--- config.mk ---
export PLATFORM = sky130hd
export DESIGN_NAME = rom_stream_fifo
export DESIGN_NICKNAME = d
export VERILOG_FILES = /design/src/rtl/rom_stream_fifo.sv
export SDC_FILE = /design/constraint.sdc
export NUM_CORES = 1
export LEC_CHECK = 0
export ABC_AREA = 1
export BUFFER_PORTS_ARGS = -buffer_cell sky130_fd_sc_hd__buf_2
export CORE_ASPECT_RATIO = 1.1
export CORE_MARGIN = 1.5
export CORE_UTILIZATION = 35
export CTS_BUF_LIST = sky130_fd_sc_hd__clkbuf_4 sky130_fd_sc_hd__clkbuf_8
export DETAILED_ROUTE_END_ITERATION = 8
export PLACE_DENSITY = 0.56
export SYNTH_ARGS = -nofsm -noshare
export SYNTH_HDL_FRONTEND = slang
export SYNTH_SLANG_ARGS = --single-unit
--- constraint.sdc ---
create_clock -name clk -period 2.71 [get_ports clk]
set_input_delay 0.271 -clock clk [delete_from_list [all_inputs] [get_ports clk]]
set_output_delay 0.271 -clock clk [all_outputs]
set_load 0.03 [all_outputs]
--- src/rtl/rom_stream_fifo.sv ---
// Paced DEPTH x DATA_W byte-stream FIFO between the ROM fetch front end and the ROM consumer.
// Latency: a write at edge k is readable from edge k+1; dout is registered and valid after the read edge.
// Backpressure: almost_full/almost_empty are advisory and paced; strobes are honoured up to true full/empty.
module rom_stream_fifo #(
  parameter int DATA_W   = 8,
  parameter int DEPTH    = 4,
  parameter int AF_LEVEL = DEPTH,
  parameter int AE_LEVEL = 0,
  parameter int PACE     = 2
) (
  input  logic                       clk,
  input  logic                       rst_n,
  input  logic                       clr,
  output logic                       almost_full,
  input  logic                       wr_en,
  input  logic [DATA_W-1:0]          din,
  output logic                       almost_empty,
  input  logic                       rd_en,
  output logic [DATA_W-1:0]          dout,
  output logic [$clog2(DEPTH+1)-1:0] count,
  output logic                       overflow,
  output logic                       underflow
);

  localparam int AW = $clog2(DEPTH);
  localparam int CW = $clog2(DEPTH+1);

  logic [DATA_W-1:0] mem [DEPTH];
  logic [AW-1:0]     wp;
  logic [AW-1:0]     rp;
  logic [CW-1:0]     cnt;
  logic              gate;
  logic              is_full;
  logic              is_empty;
  logic              wr_ok;
  logic              rd_ok;
  logic              wr_drop;
  logic              rd_miss;

  // Accept/reject decisions; a write into a full FIFO is accepted only when a read frees a slot the same cycle.
  always_comb begin
    is_full  = (cnt == CW'(DEPTH));
    is_empty = (cnt == '0);
    wr_ok    = ~clr & wr_en & (~is_full | rd_en);
    rd_ok    = ~clr & rd_en & ~is_empty;
    wr_drop  = ~clr & wr_en & is_full & ~rd_en;
    rd_miss  = ~clr & rd_en & is_empty;
  end

  // Pointers and occupancy; pointers wrap naturally since DEPTH is a power of two.
  always_ff @(posedge clk or negedge rst_n) begin
    if (!rst_n) begin
      wp  <= '0;
      rp  <= '0;
      cnt <= '0;
    end else if (clr) begin
      wp  <= '0;
      rp  <= '0;
      cnt <= '0;
    end else begin
      if (wr_ok) wp <= wp + 1'b1;
      if (rd_ok) rp <= rp + 1'b1;
      case ({wr_ok, rd_ok})
        2'b10:   cnt <= cnt + 1'b1;
        2'b01:   cnt <= cnt - 1'b1;
        default: cnt <= cnt;
      endcase
    end
  end

  // Storage array; contents need no reset because count gates every read.
  always_ff @(posedge clk) begin
    if (wr_ok) mem[wp] <= din;
  end

  // Registered read data; a read of an empty FIFO returns zero (no fall-through of a same-cycle write).
  always_ff @(posedge clk or negedge rst_n) begin
    if (!rst_n) begin
      dout <= '0;
    end else if (!clr && rd_en) begin
      dout <= is_empty ? '0 : mem[rp];
    end
  end

  // Sticky error flags, cleared only by reset or flush.
  always_ff @(posedge clk or negedge rst_n) begin
    if (!rst_n) begin
      overflow  <= 1'b0;
      underflow <= 1'b0;
    end else if (clr) begin
      overflow  <= 1'b0;
      underflow <= 1'b0;
    end else begin
      if (wr_drop) overflow  <= 1'b1;
      if (rd_miss) underflow <= 1'b1;
    end
  end

  generate
    if (PACE > 1) begin : g_pace
      localparam int PW = $clog2(PACE);
      logic [PW-1:0] pc;

      // Free-running pace counter; the gate opens in the last cycle of each period.
      always_ff @(posedge clk or negedge rst_n) begin
        if (!rst_n) begin
          pc <= '0;
        end else if (clr || pc == PW'(PACE-1)) begin
          pc <= '0;
        end else begin
          pc <= pc + 1'b1;
        end
      end

      assign gate = (pc == PW'(PACE-1));
    end else begin : g_nopace
      assign gate = 1'b1;
    end
  endgenerate

  // Flags depend only on registered state, so there is no input-to-output path.
  assign almost_full  = ~gate | (cnt >= CW'(AF_LEVEL));
  assign almost_empty = ~gate | (cnt <= CW'(AE_LEVEL));
  assign count        = cnt;

endmodule
==> results of run 1 <==
## flip-flops by register name, indices dropped and copies added (netlist names)
register and count:
underflow 1, g_pace.pc 1, wp 2, overflow 1, mem 32, count 3
rp 2, dout 8
## report_power, final
part,internal (uW),switching (uW),total (uW)
combinational,65.2,150,215
sequential,854,28.3,882
clock,280,264,544
total,1200,442,1640
## cell type report
class                           count  area (um2)  area share
Multi-Input combinational cell    115         622       0.249
Sequential cell                    50        1410       0.566
Tap cell                           77        96.3      0.0387
Inverter                           17        71.3      0.0286
Clock buffer                        5        68.8      0.0276
Timing Repair Buffer               32         175      0.0703
Clock inverter                      3        47.5      0.0191
## critical path: stages, from the launching register on
cell     delay, ns
dfrtp_1       0.45
nor2_1        0.21
nand2_2       0.16
nand4_2       0.17
inv_1         0.07
fa_1          0.37
xor2_1        0.25
nand3_2       0.09
nand2_1       0.06
inv_1         0.03
nand2_1       0.05
nand2_1       0.04
## Yosys cell counts
cell / n / area share
inv_2: 3 / 0.0053
inv_4: 1 / 0.0030
nand4_2: 1 / 0.0059
buf_2: 2 / 0.0047
clkbuf_1: 1 / 0.0018
o2bb2ai_1: 1 / 0.0041
inv_1: 12 / 0.021
nand3_1: 5 / 0.012
a21oi_2: 1 / 0.0041
xor2_1: 1 / 0.0041
nand2_1: 38 / 0.067
ha_1: 4 / 0.024
dfrtp_1: 18 / 0.21
nor2_1: 25 / 0.044
edfxtp_1: 32 / 0.45
o21ai_0: 15 / 0.035
nand2_2: 5 / 0.015
o22ai_1: 8 / 0.024
nand3_2: 2 / 0.0095
inv_6: 1 / 0.0041
o31ai_1: 1 / 0.0035
o21ai_1: 4 / 0.0095
fa_1: 1 / 0.0095
nand2_8: 2 / 0.019
o21a_1: 1 / 0.0035
## worst paths after layout
kind / startpoint / endpoint / slack [ns] / cells after the start
max in group asynchronous: rst_n / wp[1] / 1.98 / 2
min: din[0] / mem[0][0] / 0.18 / 1
min in group asynchronous: rst_n / count[0] / 0.42 / 2
min reg2reg: g_pace.pc / g_pace.pc / 0.45 / 1
max reg2reg: count[0] / count[2] / 0.65 / 11
max: count[0] / count[2] / 0.65 / 11
## routing by layer
layer | routed length, um | up-vias | global-route usage | part of all wire
met3 | 155 | 6 | 0.0348 | 0.039
li1 | - | 695 | - | -
met4 | 58 | 0 | 0.0496 | 0.015
met2 | 1760 | 23 | 0.218 | 0.45
met5 | 0 | - | 0 | 0
met1 | 1960 | 643 | 0.186 | 0.50
## stage by stage
step | setup slack (ns) | total power, uW | hold slack [ns]
3_5_place_dp | 0.686 | 1120 | 0.236
5_1_grt | 0.446 | 1720 | 0.167
2_1_floorplan | 0.657 | 1040 | -0.0246
6_report | 0.654 | 1640 | 0.176
3_3_place_gp | 0.707 | 1110 | 0.235
4_1_cts | 0.659 | 1670 | 0.166
## kinds of logic after synthesis
logic type / after synthesis / synth area share
adder cells (fa/ha/maj): 5 / 0.0331
AO/OA/AOI/OAI: 31 / 0.0839
XOR/XNOR: 1 / 0.00414
flip-flops: 50 / 0.666
buffers and inverters: 20 / 0.0402
AND/OR/NAND/NOR: 78 / 0.172
==> summary.txt, run 1 <==
Global route
  • GRT Overall Usage: 0.139
  • Grt total ovfl: 0
  • Number of global-route vias before repair: 1407
  • Initial antenna violation count: 0
  • First-pass GRT wire length: 7000 um
  • Largest net degree at the start of global routing: 20

Detailed routing
  • Final ANT Viol Nets: 0
  • Detailed Route Iter0 Violations: 70
  • Post-route DRC: 0
  • Wire length per cell: 13.1 um
  • Routed WL: 3930 um
  • Vias/cell: 4.57
  • Via count: 1367
  • Drt first pass iters: 4

Layout
  • Final core occ: 0.429
  • Post-route cell area: 2490 um2
  • Layout Nets: 239
  • Most common cell after layout, fill and taps aside: nand2_1
  • Layout cells sized above 1: 0.248
  • Synth-to-Final Area Change: 17.7%
  • Most frequent cells in the layout: 38 x nand2_1, 32 x edfxtp_1, 27 x buf_2
  • Filler cells: 581
  • Post-route non-filler standard cell count: 299
  • Antenna diodes: 0

Clocking
  • CTS buffer count: 5
  • Clk root buf: clkbuf_8
  • Worst-path clk slew: 0.10 ns
  • CTS Sinks: 50
  • Post_cts resized: 0
  • Max Root-Sink Buffers: 2
  • CTS tree: yes
  • H-tree depth: 2
  • Post-CTS Setup Repair Bufs: 0
  • Hold_buf cts: 1
  • Skew-Pair Late Insertion Delay: 0.31 ns

Pwr
  • LEAKAGE: 0.00109 uW
  • PwrDens: 659 nW/um2
  • Maximum VDD drop: 0.000293 V

STA
  • RSZ-0062 raised after global routing: false
  • Peak Freq: 486 MHz
  • Fin crit share: 0.759
  • Setup violators final: 0
  • Rel. slew slack: 0.640
  • Sum Neg Setup Slack: 0 ns
  • Hold Vio Cnt, Final: 0
  • Fin crit period: 2.06 ns
  • Skew final: 0.0131 ns
  • Worst slew pin tran: 0.541 ns
  • Fin. max-slew vios: 0

Placement
  • Placed Cells: 290
  • Port Buffers: 27
  • Area of placed instances: 2370 um2
  • DP HPWL: 2680 um
  • GPL Wtd Cong: 0.771

Setup path
  • WP data required: 2.92 ns
  • Crit-path max FO: 6
  • Worst setup SP type: flip-flop
  • Crit path arrival time: 2.26 ns
  • WS Path Type: reg -> reg
  • CP Capture Type: flip-flop

Die
  • Rows: 29
  • Core ar.: 5810 um2
  • DIE HEIGHT: 84.6 um
  • Die Width: 77.2 um
  • Io pins: 28
  • Die area: 6530 um2
  • Starting density of the core: 0.365

Synth
  • Yosys warning total: 0
  • Synth cell types: 25
  • Syn Area/Cell: 11.5 um2
  • Post-Synthesis Cell Area: 2120 um2
  • Post-synthesis instance total: 185
  • Mapped Nets: 203
  • Yosys reg bits: 50
  • Seq/Total Area, Yosys: 0.666

Worst hold path
  • Worst min path class: in -> reg

Run
  • Max-cap violations: 0

Status
  • Status: finished clean
(Power assumes the default switching activity.)
==> run 2: changes to the inputs <==
==> constraint.sdc (replaced) <==
create_clock -name clk -period 2.1 [get_ports clk]
set_input_delay 0.21 -clock clk [delete_from_list [all_inputs] [get_ports clk]]
set_output_delay 0.21 -clock clk [all_outputs]
set_load 0.03 [all_outputs]
==> run 2 against run 1 <==
  * Non-clock buffer count up 2
  * Hold slack worse by 0.057 ns
  * Highest routed layer unchanged
  * Largest cell class unchanged
  * Clock power up 3.9%
  * Clock skew down 0.0056 ns
  * Via count up 0.15%
  * Count of clock-buffer cells in the layout up 1
  * Sequential cell count unchanged
  * Final area down 0.35%
  * Global-route usage down 0.41 points
==> summary.txt, run 2 (same netlist as run 1, synthesis figures left out) <==
Detailed routing
  • Detailed Route Iter0 Violations: 61 (-13%)
  • Via count: 1369 (+0.15%)
  • Wire length per cell: 12.8 um (-2.9%)
  • Final ANT Viol Nets: 0 (unchanged)
  • Post-route DRC: 0 (unchanged)
  • Vias/cell: 4.55 (-0.52%)
  • Drt first pass iters: 4 (unchanged)
  • Routed WL: 3840 um (-2.2%)

Pwr
  • PwrDens: 801 nW/um2 (+22%)
  • Total Power: 1990 uW (+21%)
  • Maximum VDD drop: 0.000465 V (+59%)
  • LEAKAGE: 0.00109 uW (-0.22%)

Setup path
  • Cell chain of the critical path: nor2_2, nand2_2, nand4_2, inv_1, fa_1, xor2_1, nand3_2, nand2_1, inv_1, nand2_1, nand2_1
  • CP Capture Type: flip-flop
  • R2R Path End: count[2]
  • CP startpoint: count[0]
  • Worst path most repeated cell: nand2_1
  • RR Startpoint: count[0]
  • Buf+Inv Stages, Crit Path: 2 (unchanged)
  • Crit path max-delay family: simple AND/OR/NAND/NOR gates
  • Worst setup SP type: flip-flop
  • Crit path arrival time: 2.09 ns (-0.17 ns)
  • Crit-path max FO: 6 (unchanged)
  • Reg2reg setup slack: 0.22 ns (-0.44 ns)
  • WP data required: 2.30 ns (-0.62 ns)
  • Worst Reg-to-Reg Cells: 11 (unchanged)
  • CP peak stage delay: 0.45 ns (about the same)
  • Critical-path top delay cell: dfrtp_1
  • WS Path Type: reg -> reg

STA
  • Peak Freq: 531 MHz (+9.1%)
  • Sum Neg Setup Slack: 0 ns (unchanged)
  • Fin crit share: 0.897 (+0.139)
  • Skew final: 0.00744 ns (-0.00562 ns)
  • Hold Vio Cnt, Final: 0 (unchanged)
  • RSZ-0062 raised after global routing: false
  • Hold_ws: 0.119 ns (-0.0571 ns)
  • Setup violators final: 0 (unchanged)
  • Fin. max-slew vios: 0 (unchanged)
  • Rel. slew slack: 0.724 (+0.0843)
  • Worst slew pin tran: 0.414 ns (-0.126 ns)
  • Fin crit period: 1.88 ns (-0.171 ns)

Die
  • Core ar.: 5810 um2 (unchanged)
  • Rows: 29 (unchanged)
  • Die area: 6530 um2 (unchanged)
  • Io pins: 28 (unchanged)
  • Die Width: 77.2 um (unchanged)
  • Starting density of the core: 0.365 (unchanged)
  • DIE HEIGHT: 84.6 um (unchanged)

Worst hold path
  • Worst min path class: in -> reg
  • Hold path cells: 1 (unchanged)
  • WHS Endpoint: mem[1][0]
  • Hold path start: din[0]

Global route
  • Largest net degree at the start of global routing: 20 (unchanged)
  • Grt total ovfl: 0 (unchanged)
  • First-pass GRT wire length: 6640 um (-5.2%)
  • Number of global-route vias before repair: 1366 (-2.9%)
  • Initial antenna violation count: 0 (unchanged)
  • GRT Overall Usage: 0.134 (-0.00413)

Layout
  • Most frequent cells in the layout: 38 x nand2_1, 32 x edfxtp_1, 27 x buf_2
  • Antenna diodes: 0 (unchanged)
  • Max reg flops: 32 (unchanged)
  • Filler cells: 569 (-2.1%)
  • Layout Nets: 241 (+0.84%)
  • Most common cell after layout, fill and taps aside: nand2_1
  • Synth-to-Final Area Change: 17.2%
  • Layout cells sized above 1: 0.259 (+0.0112)
  • Multi-input gate area: 624 um2 (+0.40%)
  • Storage element area: 1410 um2 (unchanged)
  • Most flops, register: mem

Placement
  • DP HPWL: 2650 um (-1.1%)
  • GPL Wtd Cong: 0.791 (+2.6%)
  • Port Buffers: 27 (unchanged)

Clocking
  • Skew-Pair Late Insertion Delay: 0.30 ns (about the same)
  • Post-CTS Setup Repair Bufs: 0 (unchanged)
  • CTS tree: yes
  • CTS buffer count: 5 (unchanged)
  • Worst-path clk slew: 0.09 ns (about the same)
  • Clk root buf: clkbuf_8
  • CTS Sinks: 50 (unchanged)
  • Max Root-Sink Buffers: 2 (unchanged)
  • H-tree depth: 2 (unchanged)

Status
  • Status: finished clean

Run
  • Max-cap violations: 0 (unchanged)
run 2: cell count changes in the layout (fill, tap and decap cells not counted), sizes merged:
| cell | delta |
|---|---|
| clkbuf | +1 |
| clkinv | -1 |
| bufinv | -1 |
| buf | +2 |
| clkinvlp | +1 |
run 2: worst max-delay path by stage:
stage	end	slack (ns)	depth (start not counted)
6_report	count[2]	0.22	11
2_1_floorplan	count[2]	0.05	11
3_5_place_dp	count[2]	0.18	11
3_3_place_gp	count[2]	0.20	11
4_1_cts	count[2]	0.16	11
5_1_grt	count[2]	0.02	12
run 2: cell type report:
| class | instances | area share |
|---|---|---|
| clock buffers | 6 | 0.0307 |
| clock inverters | 2 | 0.00554 |
| inverters | 17 | 0.0287 |
| multi-input cells | 115 | 0.251 |
| flip-flops and latches | 50 | 0.568 |
| well taps | 77 | 0.0388 |
| repair buffers | 34 | 0.0766 |
run 2: what timing repair did:
item,4_1_cts,5_1_grt
hold buffers,1,0
setup endpoints to repair,0,1
gates resized for setup,0,1
endpoints found under the hold margin,18,0
run 2: per-stage QoR:
stage          setup slack, ns  utilization  instance area, um2  std cells
2_1_floorplan           0.0475            -                2120        185
3_3_place_gp             0.205        0.410                2380        292
3_5_place_dp             0.184        0.410                2380        292
4_1_cts                  0.161        0.427                2480        301
5_1_grt                 0.0236        0.428                2480        301
6_report                 0.215        0.428                2480        301
run 2: worst register-to-register path: stages, from the launching register on:
cell and delay [ns]:
dfrtp_1 0.45, nor2_2 0.18, nand2_2 0.07, nand4_2 0.13
inv_1 0.08, fa_1 0.38, xor2_1 0.23, nand3_2 0.09
nand2_1 0.06, inv_1 0.03, nand2_1 0.05, nand2_1 0.04
run 2: per-layer routing:
layer / GRT usage / wire, um
met5: 0 / 0
met4: 0.0595 / 78
met3: 0.0337 / 156
met2: 0.213 / 1750
met1: 0.175 / 1860
run 2: where the power goes:
group	internal [uW]	switching, uW
clock network	249	316
logic	91.6	202
registers	1100	27.8
==> run 3: changes to the inputs <==
--- a/config.mk
+++ b/config.mk
@@ -12,6 +12,7 @@
 export CORE_UTILIZATION = 35
 export CTS_BUF_LIST = sky130_fd_sc_hd__clkbuf_4 sky130_fd_sc_hd__clkbuf_8
 export DETAILED_ROUTE_END_ITERATION = 8
+export GPL_TIMING_DRIVEN = 0
 export PLACE_DENSITY = 0.56
 export SYNTH_ARGS = -nofsm -noshare
 export SYNTH_HDL_FRONTEND = slang
==> run 3 against run 2 <==
  * Via count increased by 0.51%
  * Worst setup slack worse by 0.068 ns
  * Combinational power is 2% lower
  * Sequential share of layout area up 0.40 points
  * Maximum frequency decreased by 3.5%
  * Clock skew is 0.0012 ns lower
  * Critical path type unchanged
  * Critical endpoint unchanged
  * Largest cell class unchanged
==> summary.txt, run 3 (same netlist as run 1, synthesis figures left out) <==
Global route
  • First-pass GRT wire length: 6620 um (-0.30%)
  • GRT Overall Usage: 0.135 (+0.000537)
  • Grt total ovfl: 0 (unchanged)
  • Number of global-route vias before repair: 1260 (-7.8%)
  • Grt met3 use: 0.0370 (+0.00326)
  • Initial antenna violation count: 0 (unchanged)
  • Largest net degree at the start of global routing: 19 (-5.0%)
  • Grt met2 use: 0.191 (-0.0215)
  • Grt peak-use layer: met1
  • Met1 GRT Util: 0.193 (+0.0183)

Pwr
  • LEAKAGE: 0.00106 uW (-2.6%)
  • Maximum VDD drop: 0.000381 V (-18%)
  • Switching Share: 0.283 (+0.00801)
  • Part of the power in registers: 0.572 (+0.004)
  • P_int: 1420 uW (-1.4%)
  • PwrDens: 803 nW/um2 (+0.31%)
  • Psw: 560 uW (+2.6%)
  • Combinational fraction of design power: 0.145 (-0.003)
  • Clock Power Share: 0.283 (about the same)

Worst hold path
  • Hold path start: din[0]
  • Hold path cells: 1 (unchanged)
  • Worst min path class: in -> reg
  • WHS Endpoint: mem[1][0]

Setup path
  • Worst setup SP type: flip-flop
  • Worst Reg-to-Reg Cells: 12 (+1)
  • CP Capture Type: flip-flop
  • Reg2reg setup slack: 0.15 ns (-0.07 ns)
  • R2R Path End: count[2]
  • RR Startpoint: count[0]
  • Crit-path max FO: 6 (unchanged)
  • WS Path Type: reg -> reg
  • WP data required: 2.30 ns (about the same)
  • Crit path arrival time: 2.15 ns (+0.06 ns)

Detailed routing
  • Via count: 1376 (+0.51%)
  • Routed WL: 3960 um (+3.1%)
  • Vias/cell: 4.62 (+1.5%)
  • Post-route DRC: 0 (unchanged)
  • Wire length per cell: 13.3 um (+4.2%)
  • Detailed Route Iter0 Violations: 69 (+13%)
  • Drt first pass iters: 4 (unchanged)
  • Final ANT Viol Nets: 0 (unchanged)

Clocking
  • CTS Sinks: 50 (unchanged)
  • Clk root buf: clkbuf_8
  • CTS buffer count: 5 (unchanged)
  • H-tree depth: 2 (unchanged)
  • Max Root-Sink Buffers: 2 (unchanged)
  • CTS tree: yes
  • Skew-Pair Late Insertion Delay: 0.30 ns (about the same)
  • Post-CTS Setup Repair Bufs: 0 (unchanged)
  • Worst-path clk slew: 0.09 ns (about the same)

Placement
  • GPL Wtd Cong: 0.768 (-2.9%)
  • Port Buffers: 27 (unchanged)
  • DP HPWL: 2730 um (+2.8%)
  • DP Worst Slack: 0.0426 ns (-0.141 ns)

Layout
  • Layout Nets: 238 (-1.2%)
  • Layout cells sized above 1: 0.249 (-0.0101)
  • Most flops, register: mem
  • Most frequent cells in the layout: 38 x nand2_1, 32 x edfxtp_1, 29 x buf_2
  • Most common cell after layout, fill and taps aside: nand2_1
  • Max reg flops: 32 (unchanged)
  • Synth-to-Final Area Change: 16.5%
  • Antenna diodes: 0 (unchanged)

Die
  • Starting density of the core: 0.365 (unchanged)
  • DIE HEIGHT: 84.6 um (unchanged)
  • Die area: 6530 um2 (unchanged)
  • Io pins: 28 (unchanged)
  • Rows: 29 (unchanged)
  • Die Width: 77.2 um (unchanged)
  • Core ar.: 5810 um2 (unchanged)

STA
  • Hold Vio Cnt, Final: 0 (unchanged)
  • Setup violators final: 0 (unchanged)
  • Fin. max-slew vios: 0 (unchanged)
  • Sum Neg Setup Slack: 0 ns (unchanged)
  • Rel. slew slack: 0.448 (-0.276)
  • RSZ-0062 raised after global routing: false
  • Setup WS post-layout: 0.148 ns (-0.0676 ns)
  • Fin crit share: 0.930 (+0.0322)
  • Peak Freq: 512 MHz (-3.5%)
  • Hold_ws: 0.117 ns (-0.00228 ns)
  • Worst slew pin tran: 0.826 ns (+0.412 ns)
  • Skew final: 0.00621 ns (-0.00123 ns)
  • Fin crit period: 1.95 ns (+0.0676 ns)

Status
  • Status: finished clean

Run
  • Max-cap violations: 0 (unchanged)
[run 3: worst max path at each step]
stage | from | end | cells after the start
CTS | count[0] | count[2] | 11
detailed placement | count[0] | count[2] | 11
global placement | count[0] | count[2] | 11
global route | count[0] | count[2] | 12
finish | count[0] | count[2] | 12
floorplan | count[0] | count[2] | 11
[run 3: worst max-delay path, cell delays in order, from the launching register on]
cell and delay, ns:
dfrtp_2 0.45, nor2_2 0.16, nand2_2 0.15, nand4_4 0.13
inv_1 0.06, fa_1 0.40, xor2_2 0.20, inv_1 0.06
nand2_1 0.04, nand2_1 0.05, inv_1 0.04, nand2_1 0.05
nand2_1 0.04
[run 3: through the flow]
stage	utilization	cell area, um2	cells	power, uW
2_1_floorplan	-	2120	185	1340
3_3_place_gp	0.405	2350	289	1440
3_5_place_dp	0.405	2350	289	1440
4_1_cts	0.422	2450	298	2000
5_1_grt	0.425	2470	298	2080
6_report	0.425	2470	298	1980
[run 3: cell type report]
| type | count | area, um2 |
|---|---|---|
| plain buffers | 3 | 13.8 |
| clock buffers | 5 | 68.8 |
| clock inverters | 3 | 20.0 |
| fillers | 578 | 3340 |
| inverters | 17 | 71.3 |
| multi-input cells | 115 | 641 |
| flip-flops and latches | 50 | 1410 |
| well taps | 77 | 96.3 |
| repair buffers | 28 | 145 |
[run 3: routing by layer]
layer  vias up  wire length (um)
li1        692                 -
met1       648              1940
met2        28              1780
met3         8               167
met4         0                73
met5         -                 0
[run 3: power groups by stage]
stage	combinational (uW)	clock, uW	sequential [uW]
after floorplan	138	0	1210
after global placement	286	0	1160
after detailed placement	287	0	1160
after CTS	289	576	1130
after global routing	321	618	1140
final	288	561	1130
[run 3: timing repair]
action | CTS | global route
gates resized for setup | 0 | 4
hold buffers | 1 | 0
hold endpoints to repair | 18 | 0
setup endpoints to repair | 0 | 1
